## src/rtl/sysctrl_initiator.sv

```systemverilog
// Initiator end of the system-control byte link: frames host requests into
// start/strobe/byte transfers, collects replies and services int_n.
module sysctrl_initiator #(
  parameter int MAX_PL      = 7,
  parameter int GAP         = 3,
  parameter int AUTO_IRQ    = 1,
  parameter int IRQ_HOLDOFF = 8
) (
  input  logic                  clk,
  input  logic                  reset,
  input  logic                  req_valid,
  output logic                  req_ready,
  input  logic [7:0]            req_cmd,
  input  logic [3:0]            req_len,
  input  logic [8*MAX_PL-1:0]   req_data,
  output logic                  rsp_valid,
  output logic [3:0]            rsp_len,
  output logic [8*MAX_PL-1:0]   rsp_data,
  output logic                  busy,
  output logic                  strobe,
  output logic                  start,
  output logic [7:0]            tx_data,
  input  logic [7:0]            rx_data,
  input  logic                  int_n,
  output logic                  irq_valid,
  output logic [7:0]            irq_status
);

  // state   | meaning
  // IDLE    | waiting for a host request or an interrupt to service
  // STROBE  | one-cycle byte strobe (command at idx 0, else payload idx-1)
  // WAIT    | GAP quiet cycles; reply to previous strobe captured on first
  // CAPTURE | capture reply to the final strobe
  // DONE    | completion pulse, or chain READ into ACK
  typedef enum logic [2:0] {
    S_IDLE, S_STROBE, S_WAIT, S_CAPTURE, S_DONE
  } state_t;

  typedef enum logic [1:0] {PH_HOST, PH_READ, PH_ACK} phase_t;

  localparam logic [3:0] MAX_LEN = 4'(MAX_PL);
  localparam logic [7:0] IRQ_CMD = 8'h05;

  state_t                state;
  phase_t                phase;
  logic [3:0]            len_q;
  logic [3:0]            idx;
  logic [7:0]            wcnt;
  logic [15:0]           holdoff;
  logic [7:0]            status_q;
  logic [8*MAX_PL-1:0]   pl_q;
  logic [8*MAX_PL-1:0]   reply_q;
  logic [8*MAX_PL-1:0]   reply_cap;
  logic [3:0]            cap_idx;
  logic                  capture_en;
  logic [7:0]            next_tx;
  logic [3:0]            req_len_c;
  logic                  irq_go;

  assign req_len_c = (req_len > MAX_LEN) ? MAX_LEN : req_len;
  assign irq_go    = (AUTO_IRQ != 0) && !int_n && (holdoff == '0) && !req_valid;

  always_comb begin
    cap_idx    = idx - 4'd1;
    capture_en = (idx != 4'd0) &&
                 (((state == S_WAIT) && (wcnt == 8'(GAP-1))) || (state == S_CAPTURE));
    reply_cap  = reply_q;
    if (capture_en) reply_cap[8*cap_idx +: 8] = rx_data;
    next_tx    = pl_q[8*idx +: 8];
  end

  always_ff @(posedge clk) begin
    if (reset) begin
      state      <= S_IDLE;
      phase      <= PH_HOST;
      len_q      <= '0;
      idx        <= '0;
      wcnt       <= '0;
      holdoff    <= '0;
      status_q   <= '0;
      pl_q       <= '0;
      reply_q    <= '0;
      req_ready  <= 1'b0;
      rsp_valid  <= 1'b0;
      rsp_len    <= '0;
      rsp_data   <= '0;
      busy       <= 1'b0;
      strobe     <= 1'b0;
      start      <= 1'b0;
      tx_data    <= '0;
      irq_valid  <= 1'b0;
      irq_status <= '0;
    end else begin
      rsp_valid <= 1'b0;
      irq_valid <= 1'b0;
      strobe    <= 1'b0;
      start     <= 1'b0;
      reply_q   <= reply_cap;
      if (holdoff != '0) holdoff <= holdoff - 16'd1;

      case (state)
        S_IDLE: begin
          if (req_valid && req_ready) begin
            len_q     <= req_len_c;
            pl_q      <= req_data;
            reply_q   <= '0;
            idx       <= '0;
            phase     <= PH_HOST;
            state     <= S_STROBE;
            strobe    <= 1'b1;
            start     <= 1'b1;
            tx_data   <= req_cmd;
            busy      <= 1'b1;
            req_ready <= 1'b0;
          end else if (irq_go && req_ready) begin
            len_q     <= 4'd1;
            pl_q      <= '0;
            reply_q   <= '0;
            idx       <= '0;
            phase     <= PH_READ;
            state     <= S_STROBE;
            strobe    <= 1'b1;
            start     <= 1'b1;
            tx_data   <= IRQ_CMD;
            busy      <= 1'b1;
            req_ready <= 1'b0;
          end else begin
            req_ready <= 1'b1;
          end
        end
        S_STROBE: begin
          if (idx == len_q) begin
            state <= S_CAPTURE;
          end else begin
            state <= S_WAIT;
            wcnt  <= 8'(GAP-1);
          end
        end
        S_WAIT: begin
          if (wcnt == '0) begin
            state   <= S_STROBE;
            strobe  <= 1'b1;
            tx_data <= next_tx;
            idx     <= idx + 4'd1;
          end else begin
            wcnt <= wcnt - 8'd1;
          end
        end
        S_CAPTURE: begin
          state <= S_DONE;
          case (phase)
            PH_HOST: begin
              rsp_valid <= 1'b1;
              rsp_data  <= reply_cap;
              rsp_len   <= len_q;
            end
            PH_READ: status_q <= reply_cap[7:0];
            default: begin
              irq_valid  <= 1'b1;
              irq_status <= status_q;
            end
          endcase
        end
        S_DONE: begin
          // A non-zero status must be acknowledged before the link is released
          if ((phase == PH_READ) && (status_q != 8'd0)) begin
            pl_q       <= '0;
            pl_q[7:0]  <= status_q;
            len_q      <= 4'd1;
            reply_q    <= '0;
            idx        <= '0;
            phase      <= PH_ACK;
            state      <= S_STROBE;
            strobe     <= 1'b1;
            start      <= 1'b1;
            tx_data    <= IRQ_CMD;
          end else begin
            state      <= S_IDLE;
            busy       <= 1'b0;
            req_ready  <= 1'b1;
            if (phase == PH_ACK) holdoff <= 16'(IRQ_HOLDOFF);
          end
        end
        default: state <= S_IDLE;
      endcase
    end
  end

endmodule

```

## config.mk

```make
export PLATFORM = sky130hd
export DESIGN_NAME = sysctrl_initiator
export DESIGN_NICKNAME = d
export VERILOG_FILES = /design/src/rtl/sysctrl_initiator.sv
export SDC_FILE = /design/constraint.sdc
export NUM_CORES = 1
export LEC_CHECK = 0
export BUFFER_PORTS_ARGS = -buffer_cell sky130_fd_sc_hd__clkbuf_2
export CORE_ASPECT_RATIO = 0.75
export CORE_MARGIN = 4
export CORE_UTILIZATION = 40
export DETAILED_ROUTE_END_ITERATION = 6
export MAX_ROUTING_LAYER = met4
export PLACE_DENSITY = 0.69
export SYNTH_ARGS = -nofsm -noshare
export SYNTH_HDL_FRONTEND = slang
export SYNTH_SLANG_ARGS = --single-unit
```

## constraint.sdc

```tcl
create_clock -name clk -period 7.5 [get_ports clk]
set_input_delay 0.75 -clock clk [delete_from_list [all_inputs] [get_ports clk]]
set_output_delay 0.75 -clock clk [all_outputs]
set_load 0.005 [all_outputs]
```

==> results of run 1 <==
worst paths after layout:
| kind | startpoint | end | slack (ns) | cells past startpoint |
|---|---|---|---|---|
| setup reg to reg | idx[2] | rsp_data[37] | 3.70 | 8 |
| hold reg to reg | reply_q[17] | reply_q[17] | 0.45 | 2 |
| setup / recovery | idx[2] | rsp_data[37] | 3.70 | 8 |
| hold / removal | req_data[42] | pl_q[42] | 0.43 | 3 |
placed cells by master, fill, tap and decap left out, types with 24 or more instances in the layout:
| cell | synthesis | final |
|---|---|---|
| a22o_1 | 40 | 40 |
| clkbuf_16 | 0 | 24 |
| mux2i_1 | 32 | 32 |
| nor2_1 | 89 | 89 |
| a21oi_1 | 92 | 92 |
| clkbuf_2 | 0 | 161 |
| o21ai_0 | 69 | 69 |
| nand3_1 | 38 | 38 |
| inv_1 | 30 | 30 |
| dfxtp_1 | 239 | 239 |
| nand2_1 | 63 | 63 |
area by class of cell:
class	instances	area [µm²]
fillers	2279	12500
clock buffers	36	706
well taps	306	383
inverters	30	113
clock inverters	8	108
repair buffers	169	866
multi-input cells	680	4440
flip-flops and latches	239	4780
power breakdown:
| group | switching [mW] | leakage (nW) | internal, mW |
|---|---|---|---|
| Clock | 0.498 | 0.397 | 0.722 |
| Sequential | 0.130 | 1.94 | 1.43 |
| Combinational | 0.619 | 2.37 | 0.384 |
| Total | 1.25 | 4.70 | 2.53 |
logic make-up after synthesis:
family | after synthesis
DFF | 239
AOI/OAI and AO/OA | 307
buffers and inverters | 114
adders and majority gates | 10
muxes | 40
xor gates and xnor gates | 23
and+or+nand+nor | 300
cells in the mapped netlist, types with 6 or more instances:
library cell  number
nor2_1            89
nand2_1           63
and3_1            20
nand4_1           17
and2_1            10
mux2i_1           32
ha_1              10
a221o_1           16
clkbuf_1          61
nand3_1           38
or4_1              7
xor2_1            14
a31oi_1            6
a21oi_1           92
inv_1             30
xnor2_1            9
o221ai_1           6
o211a_1            6
buf_2             13
a22o_1            40
o21ai_0           69
a211oi_1          24
dfxtp_1          239
a2bb2oi_1          8
or3_1              7
a22oi_1            8
mux4_2             8
nor3_1            11
stage by stage:
step / util, % / setup WS (ns) / power (mW)
CTS: 47.7 / 3.76 / 3.79
global placement: 44.3 / 4.02 / 2.55
floorplan: - / 3.98 / 2.30
detailed placement: 44.3 / 3.87 / 2.57
finish: 47.7 / 3.70 / 3.78
global route: 47.7 / 3.34 / 3.99
registers in the layout, indices dropped and copies added (netlist names), 2 cells and up:
register    flops
holdoff        16
idx             4
irq_status      8
len_q           4
phase           2
pl_q           56
reply_q        56
rsp_data       56
rsp_len         4
state           3
status_q        8
tx_data         8
wcnt            8
metal layers:
metal,vias up,part of all wire [%],GRT usage [%]
met4,0,1.9,4.40
met2,289,42,28.9
met3,45,7.7,4.45
li1,4002,-,-
met5,-,0,-
met1,3951,49,30.0
worst register-to-register path, stage by stage, from the launching register on:
cell and delay [ns]:
dfxtp_1 0.93, xor2_1 0.35, nor2_1 0.10, ha_1 0.32
nor4bb_1 0.33, a32o_1 0.43, nand3_1 0.60, o21ai_0 0.45
a31oi_1 0.12
==> key figures, run 1 <==
Placement
  – IO Port Bufs: 161
  – Routability cong.: 0.878
  – Dpl hpwl: 19200 µm
  – Placed inst area: 10600 µm²
  – Inst Count DP: 1424

Synth
  – Most used flip-flop cell after synthesis: dfxtp_1
  – Top cell type by total area after synthesis: dfxtp_1
  – Simple logic cell fraction of the synthesized area: 15.8%
  – Syn Area/Cell: 9.38 µm²
  – EDFF count, synth: 0
  – Post-Synth Adder-Cell Area: 1.29%
  – Yosys reg bits: about 240
  – Syn nets: 1123
  – Sequential area share after synthesis: 49.4%
  – Ys Warns: 0
  – Post-Syn Instances: 1033
  – Synth top area share: 49.4%
  – Post-synth cell types: 69
  – Synth Cell Area: 9690 µm²
  – Largest family of logic cells by synthesized area: compound AO/OA/AOI/OAI gates
  – XOR/XNOR share of the synthesized area: 2.08%
  – FFs w/ async S/R, synth: 0%
  – Synth area leaders: dfxtp_1, a21oi_1, a22o_1, o21ai_0, nor2_1
  – Mux cell area share after synthesis: 5.16%
  – Compound-Gate Fraction of Synth Area: 21.3%

Setup path
  – Crit path cell chain: xor2_1 -> nor2_1 -> ha_1 -> nor4bb_1 -> a32o_1 -> nand3_1 -> o21ai_0 -> a31oi_1
  – Critical path arrival: 4.17 ns
  – Worst path required time: 7.87 ns
  – Slowest cell on the critical path: dfxtp_1
  – CP Launch Type: flop
  – Crit-path leading delay family: simple AND/OR/NAND/NOR gates
  – Critical Path Fanout Max: 24
  – CP max stage delay: a little over 0.9 ns
  – CP Capture Type: flop
  – Kind of critical path: reg2reg
  – CP bufs+invs: 0

Pwr
  – Power per Cell Area: 332 nW/µm²
  – Static leakage: between 4 and 5 nW
  – Maximum VDD drop: 0.191 mV

CTS
  – Hold-fix buffer count after cts: 0
  – Post-CTS resize count: 0
  – Postcts setup bufs: 0
  – Clock latency on the worst-skew pair: 0.53 ns
  – H-tree depth: 1
  – CTS tree: built
  – CTS max path bufs: 3
  – Root buf cell: clkbuf_16
  – CTS Sinks: approximately 240
  – Worst-path clk slew: 0.06 ns
  – Num CTS Buffers: 24

Layout
  – Diode count: 0
  – Share of cells above drive strength 1: 20.1%
  – Final instance area: 11400 µm²
  – Layout area overhead: 17.6%
  – Nets@finish: 1234
  – Final cell count without fillers: ~1500

Route
  – TritonRoute pass-1 iters: 5
  – Routed Wire Length: approximately 27000 µm
  – Average vias per placed instance: roughly 5.6
  – WL per Instance: ~19 µm
  – Vias: 8287
  – Residual DRC count: 0
  – 1st-iter DRT viols: 704
  – Routed Antenna Nets: 0

Die
  – Core area: 23900 µm²
  – IO Count: between 150 and 200
  – FP Rows: a little under 50
  – Die area: 26800 µm²
  – Die W: 188 µm
  – Die H: 143 µm
  – Initial Util: 40.5%

Timing
  – Fin. max-slew vios: 0
  – Slew HR: 23.6%
  – Slew at the pin closest to its max-slew limit: 1.14 ns
  – Final hold violations: 0
  – Final setup violation count: 0
  – RSZ-0062 raised after global routing: no
  – Final TNS setup: 0 ns
  – Worst hold margin: 0.428 ns
  – Final period utilization: 50.6%
  – Tmin final: 3.80 ns
  – Max Fclk: 263 MHz
  – Final Skew: ~0.027 ns

Hold path
  – Worst hold-check path type: in2reg

Global routing
  – First-pass GRT wire length: 43200 µm
  – Vias in the first global route: 7682
  – Initial antenna violation count: 0
  – Global Route Usage Sum: 20.5%
  – Largest net degree at the start of global routing: 82
  – Remaining Overflow, GRT: 0

Run status
  – Outcome: completed

Flow run
  – Number of max-cap violations: 0
Power figures use the tool's default switching activity.
==> run 2, diff against run 1 <==
--- a/config.mk
+++ b/config.mk
@@ -5,13 +5,14 @@
 export SDC_FILE = /design/constraint.sdc
 export NUM_CORES = 1
 export LEC_CHECK = 0
+export ABC_AREA = 1
 export BUFFER_PORTS_ARGS = -buffer_cell sky130_fd_sc_hd__clkbuf_2
 export CORE_ASPECT_RATIO = 0.75
 export CORE_MARGIN = 4
 export CORE_UTILIZATION = 40
 export DETAILED_ROUTE_END_ITERATION = 6
 export MAX_ROUTING_LAYER = met4
-export PLACE_DENSITY = 0.69
+export PLACE_DENSITY = 0.68
 export SYNTH_ARGS = -nofsm -noshare
 export SYNTH_HDL_FRONTEND = slang
 export SYNTH_SLANG_ARGS = --single-unit
==> constraint.sdc (replaced) <==
create_clock -name clk -period 3.9 [get_ports clk]
set_input_delay 0.39 -clock clk [delete_from_list [all_inputs] [get_ports clk]]
set_output_delay 0.39 -clock clk [all_outputs]
set_load 0.005 [all_outputs]
==> run 2 against run 1 <==
Effect of this change:
- final area increased by 8.9%
- non-clock buffer count increased by 2
- final cell count increased by 38%
- hold slack got worse by 0.33 ns
- sequential power increased by 81%
- maximum frequency increased by 28%
- global-route usage increased by 0.72 points
- sequential cell count unchanged
- clock power increased by 85%
- combinational power increased by 140%
- critical endpoint is now rsp_data[38]
- largest cell class is now multi-input gates
- largest power group unchanged
- highest routed layer unchanged
==> key figures, run 2 <==
Die
  – Die H: ~150 µm
  – FP Rows: 51
  – Die W: 197 µm
  – Initial Util: 41.0%
  – IO Count: about 160
  – Core area: 26200 µm²
  – Die area: 29500 µm²

Synth
  – Syn nets: 1641
  – Post-synth cell types: 37
  – Top cell type by total area after synthesis: dfxtp_1
  – Most used flip-flop cell after synthesis: dfxtp_1
  – Most frequent cell after synthesis: nand2_1
  – Ys Warns: 0
  – EDFF count, synth: 0
  – FFs w/ async S/R, synth: 0%
  – Synth area leaders: dfxtp_1, nand2_1, nor2_1, nand3_1, a21oi_1
  – Syn Area/Cell: 6.92 µm²
  – Synth Cell Area: 10700 µm²
  – Synth top area share: 44.6%
  – Synth cell count leaders: nand2_1, dfxtp_1, nor2_1, nand3_1, inv_1
  – Yosys reg bits: 239
  – Sequential area share after synthesis: 44.6%
  – Post-Syn Instances: 1551

Setup path
  – Slowest cell on the critical path: ha_1
  – CP Launch Type: flop
  – Crit path cell chain: inv_1 -> buf_4 -> ha_1 -> inv_1 -> nand2_1 -> nand2_1 -> nor2_2 -> ha_1 -> nand2_1 -> nor2_1 -> nand3_1 -> o21ai_0 -> nand3_1 -> nand2_1 -> inv_1
  – Critical path arrival: ~3.4 ns
  – Kind of critical path: reg2reg
  – Critical Path Fanout Max: 24
  – CP most frequent cell: nand2_1
  – Worst path required time: 4.32 ns
  – CP max stage delay: 0.53 ns
  – CP Capture Type: flop

Layout
  – Commonest non-fill, non-tap cell in the layout: nand2_1
  – Share of cells above drive strength 1: between 10% and 20%
  – Layout area overhead: 15.8%
  – Most frequent cells in the layout: nand2_1, dfxtp_1, nor2_1, clkbuf_2, nand3_1
  – Top Registers: pl_q: 56 flops, reply_q: 56 flops, rsp_data: 56 flops
  – Diode count: 0
  – Nets@finish: around 1800

CTS
  – Postcts setup bufs: 0
  – Hold-fix buffer count after cts: 0
  – Worst-path clk slew: 0.06 ns
  – Num CTS Buffers: 25
  – Root buf cell: clkbuf_16
  – Post-CTS resize count: 0
  – CTS Sinks: 239
  – Clock latency on the worst-skew pair: 0.53 ns
  – CTS max path bufs: 3
  – H-tree depth: 1
  – CTS tree: built

Timing
  – Worst hold margin: 0.0996 ns
  – Fin. max-slew vios: 0
  – Tmin final: 2.97 ns
  – Slew at the pin closest to its max-slew limit: between 1 and 1.5 ns
  – Final period utilization: around three quarters
  – Final Skew: 0.0182 ns
  – Max Fclk: between 300 and 400 MHz
  – Final hold violations: 0
  – Final setup violation count: 0
  – Final TNS setup: 0 ns
  – Slew HR: approximately 29%
  – RSZ-0062 raised after global routing: no

Placement
  – Routability cong.: roughly 0.94
  – Dpl hpwl: roughly 22000 µm
  – IO Port Bufs: 161

Route
  – Average vias per placed instance: between 5 and 6
  – TritonRoute pass-1 iters: 7
  – Vias: 10300
  – Residual DRC count: 0
  – Routed Antenna Nets: 0
  – 1st-iter DRT viols: between 800 and 900
  – WL per Instance: 15.4 µm
  – Routed Wire Length: 31200 µm

Global routing
  – Remaining Overflow, GRT: 0
  – Vias in the first global route: 9440
  – Largest net degree at the start of global routing: 120
  – First-pass GRT wire length: 49700 µm
  – Initial antenna violation count: 0
  – Global Route Usage Sum: 21.2%

Hold path
  – Worst hold-check path type: in2reg

Pwr
  – Static leakage: 5.72 nW
  – Power per Cell Area: 599 nW/µm²
  – Maximum VDD drop: 0.265 mV

Flow run
  – Number of max-cap violations: 0

Run status
  – Outcome: completed
[run 2: changes by cell type after synthesis, sizes merged, moves of 20 or more]
cell	previous run	this run
nor2	89	250
a22o	40	0
clkbuf	61	29
mux2i	32	0
buf	23	46
nand3	39	132
nand4	17	69
nand2	63	424
inv	30	136
and3	20	0
a211oi	25	2
[run 2: final cells by class]
cell class	count	area, µm²
Fill cell	2699	13700
Multi-Input combinational cell	1099	5040
Sequential cell	239	4780
Timing Repair Buffer	171	896
Clock buffer	35	713
Inverter	138	518
Tap cell	344	430
Clock inverter	3	40.0
[run 2: final timing paths]
| path | from | endpoint | slack (ns) | cells after the start |
|---|---|---|---|---|
| max | idx[0] | rsp_data[38] | 0.93 | 15 |
| max reg2reg | idx[0] | rsp_data[38] | 0.93 | 15 |
| min reg2reg | pl_q[32] | pl_q[32] | 0.45 | 2 |
| min | req_data[27] | pl_q[27] | 0.1 | 3 |
[run 2: logic make-up after synthesis]
family | count (synthesis) | share of synthesized area (%)
AO/OA/AOI/OAI | 174 | 8.27
XOR/XNOR | 21 | 1.71
adder cells (fa/ha/maj) | 10 | 1.17
buffers and inverters | 213 | 8.50
flip-flops | 239 | 44.6
AND/OR/NAND/NOR | 894 | 35.7
[run 2: report_power, final]
group	switching [mW]	leakage, nW	internal, mW
registers	0.163	1.93	2.66
clock network	0.943	0.372	1.32
logic	1.64	3.42	0.710
total	2.74	5.72	4.69
[run 2: worst max-delay path, delay by kind of cell (launching register included)]
| family | cells | cell delay [ns] |
|---|---|---|
| AOI/OAI and AO/OA | 1 | 0.35 |
| adders and majority gates | 2 | 0.79 |
| buffers and inverters | 4 | 0.36 |
| DFF | 1 | 0.33 |
| and+or+nand+nor | 8 | 1.01 |
[run 2: layer usage]
metal  vias to the layer above  global-route usage (%)  part of all wire [%]
met2                       367                    30.1                    42
met3                        40                    2.93                   6.4
met1                      4672                    31.9                    50
met4                         0                    4.61                   1.8
met5                         -                       -                     0
li1                       5203                       -                     -
[run 2: stage by stage]
stage / cell area, µm² / std cells / worst slack [ns] / util, % / total power [mW]
floorplan: 10700 / 1551 / 1.10 / - / 4.65
global placement: 11700 / 1991 / 1.07 / 44.6 / 5.16
detailed placement: 11700 / 1991 / 1.02 / 44.6 / 5.20
CTS: 12400 / 2029 / 1.01 / 47.5 / 7.46
global route: 12400 / 2029 / 0.578 / 47.5 / 7.92
finish: 12400 / 2029 / 0.935 / 47.5 / 7.44
==> run 3, diff against run 2 <==
--- a/config.mk
+++ b/config.mk
@@ -12,7 +12,7 @@
 export CORE_UTILIZATION = 40
 export DETAILED_ROUTE_END_ITERATION = 6
 export MAX_ROUTING_LAYER = met4
-export PLACE_DENSITY = 0.68
+export PLACE_DENSITY = 0.71
 export SYNTH_ARGS = -nofsm -noshare
 export SYNTH_HDL_FRONTEND = slang
 export SYNTH_SLANG_ARGS = --single-unit
==> constraint.sdc (replaced) <==
create_clock -name clk -period 2.66 [get_ports clk]
set_input_delay 0.266 -clock clk [delete_from_list [all_inputs] [get_ports clk]]
set_output_delay 0.266 -clock clk [all_outputs]
set_load 0.005 [all_outputs]
==> run 3 against run 2 <==
Effect of this change:
- wire length rose by 2.5%
- non-clock buffer count grew 60
- via count is 2.8% higher
- critical endpoint is now rsp_data[8]
- final area increased by 6.4%
==> key figures, run 3 (synthesized netlist as in run 2, its figures left out) <==
Layout
  – Nets@finish: 1824
  – Share of cells above drive strength 1: 15.9%
  – Diode count: 0
  – Commonest non-fill, non-tap cell in the layout: nand2_1
  – Layout area overhead: 23.2%
  – Top Registers: pl_q: 56 flops, reply_q: 56 flops, rsp_data: 56 flops
  – Most frequent cells in the layout: nand2_1, dfxtp_1, nor2_1, clkbuf_2, nand3_1

Timing
  – Final period utilization: 91.7%
  – Max Fclk: 410 MHz
  – Fin worst setup slack: around 0.22 ns
  – Slew at the pin closest to its max-slew limit: 0.619 ns
  – Final hold violations: 0
  – Fin. max-slew vios: 0
  – RSZ-0062 raised after global routing: no
  – Final Skew: 0.0238 ns
  – Tmin final: 2.44 ns
  – Final TNS setup: 0 ns
  – Slew HR: 58.6%
  – Final setup violation count: 0

Pwr
  – Static leakage: between 6 and 7 nW
  – Clock Power Share: 32.1%
  – Net Sw Power: 4.24 mW
  – Seq pwr share: between 30 and 40%
  – Power per Cell Area: 878 nW/µm²
  – Pint: 7.36 mW
  – Comb pwr share: between 30% and 40%
  – Sw frac: 36.5%
  – Overall power: 11.6 mW
  – Maximum VDD drop: ~0.46 mV

Die
  – FP Rows: 51
  – Die H: 150 µm
  – IO Count: 162
  – Core area: 26200 µm²
  – Die W: slightly below 200 µm
  – Initial Util: 41.0%
  – Die area: 29500 µm²

Setup path
  – Kind of critical path: reg2reg
  – Worst path required time: slightly above 3 ns
  – CP most frequent cell: nand2_1
  – Critical path arrival: 2.88 ns
  – Slowest cell on the critical path: dfxtp_2
  – Crit path cell chain: clkinvlp_4 -> ha_2 -> inv_1 -> nand2_1 -> nand2_1 -> nor2_4 -> ha_4 -> buf_4 -> inv_1 -> nor3_4 -> o21ai_0 -> nand2_1 -> nand3_1 -> nand2_1 -> inv_1
  – CP max stage delay: 0.35 ns
  – CP Launch Type: flop
  – CP Capture Type: flop
  – Critical Path Fanout Max: 11

Route
  – 1st-iter DRT viols: 922
  – Average vias per placed instance: between 5 and 6
  – TritonRoute pass-1 iters: 5
  – Routed Antenna Nets: 0
  – Residual DRC count: 0
  – Routed Wire Length: 32000 µm
  – Vias: 10600
  – WL per Instance: 15.3 µm

Placement
  – Worst slack at placement: about 0.11 ns
  – Dpl hpwl: about 22000 µm
  – Routability cong.: 0.928
  – IO Port Bufs: 161

CTS
  – CTS tree: built
  – Root buf cell: clkbuf_16
  – Worst-path clk slew: 0.07 ns
  – H-tree depth: 1
  – Num CTS Buffers: 25
  – CTS max path bufs: 3
  – CTS Sinks: roughly 240
  – Clock latency on the worst-skew pair: approximately 0.54 ns

Hold path
  – Worst hold-check path type: in2reg

Global routing
  – Vias in the first global route: 9725
  – First-pass GRT wire length: 51000 µm
  – Initial antenna violation count: 0
  – Largest net degree at the start of global routing: 120
  – Remaining Overflow, GRT: 0
  – Global Route Usage Sum: 21.8%

Flow run
  – Number of max-cap violations: 0

Run status
  – Outcome: completed
## run 3: power groups by stage
| stage | Combinational (mW) | Sequential, mW | Clock [mW] |
|---|---|---|---|
| global placement | 3.45 | 4.22 | 0 |
| floorplan | 2.63 | 4.19 | 0 |
| CTS | 3.58 | 4.15 | 3.79 |
| detailed placement | 3.51 | 4.23 | 0 |
| finish | 3.71 | 4.16 | 3.73 |
| global route | 4.17 | 4.20 | 3.94 |
## run 3: worst max-delay path, delay by kind of cell, from the launching register on
kind	cells	cell delay [ns]
compound gates	1	0.13
fa+ha+maj	2	0.53
buf+inv	5	0.51
flops	1	0.35
simple gates	7	0.83
## run 3: worst paths after layout
| kind | endpoint | cells past startpoint | start | slack (ns) |
|---|---|---|---|---|
| hold / removal | pl_q[17] | 3 | req_data[17] | 0.01 |
| hold reg to reg | pl_q[32] | 2 | pl_q[32] | 0.45 |
| setup reg to reg | rsp_data[8] | 15 | idx[0] | 0.22 |
| setup / recovery | rsp_data[8] | 15 | idx[0] | 0.22 |
## run 3: cell type report
class | instances | area [µm²]
inverter | 138 | 524
sequential | 239 | 4790
fill | 2563 | 12900
clock buffer | 31 | 698
tap | 344 | 430
timing repair buffer | 231 | 1480
multi-input combinational | 1099 | 5120
clock inverter | 13 | 178
## run 3: per-stage QoR
step / utilization, % / std cells / hold WS, ns / cell area, µm²
2_1_floorplan: - / 1551 / 0.414 / 10700
3_3_place_gp: 45.1 / 2006 / 0.436 / 11800
6_report: 50.5 / 2095 / 0.0147 / 13200
4_1_cts: 50.1 / 2092 / 0.00159 / 13100
5_1_grt: 50.5 / 2095 / 0.0140 / 13200
3_5_place_dp: 45.1 / 2006 / 0.436 / 11800
## run 3: repair_timing
action	in CTS	in global routing
endpoints found under the setup margin	0	140
hold endpoints to repair	42	0
hold buffers	42	0
buffers inserted	0	3
gates resized for setup	0	19
## run 3: routing by layer
metal	vias to the layer above	part of all wire [%]	global-route usage [%]
li1	5353	-	-
met1	4861	50	31.8
met2	311	43	32.2
met3	45	6.2	3.40
met4	0	1.6	4.19
met5	-	0	-
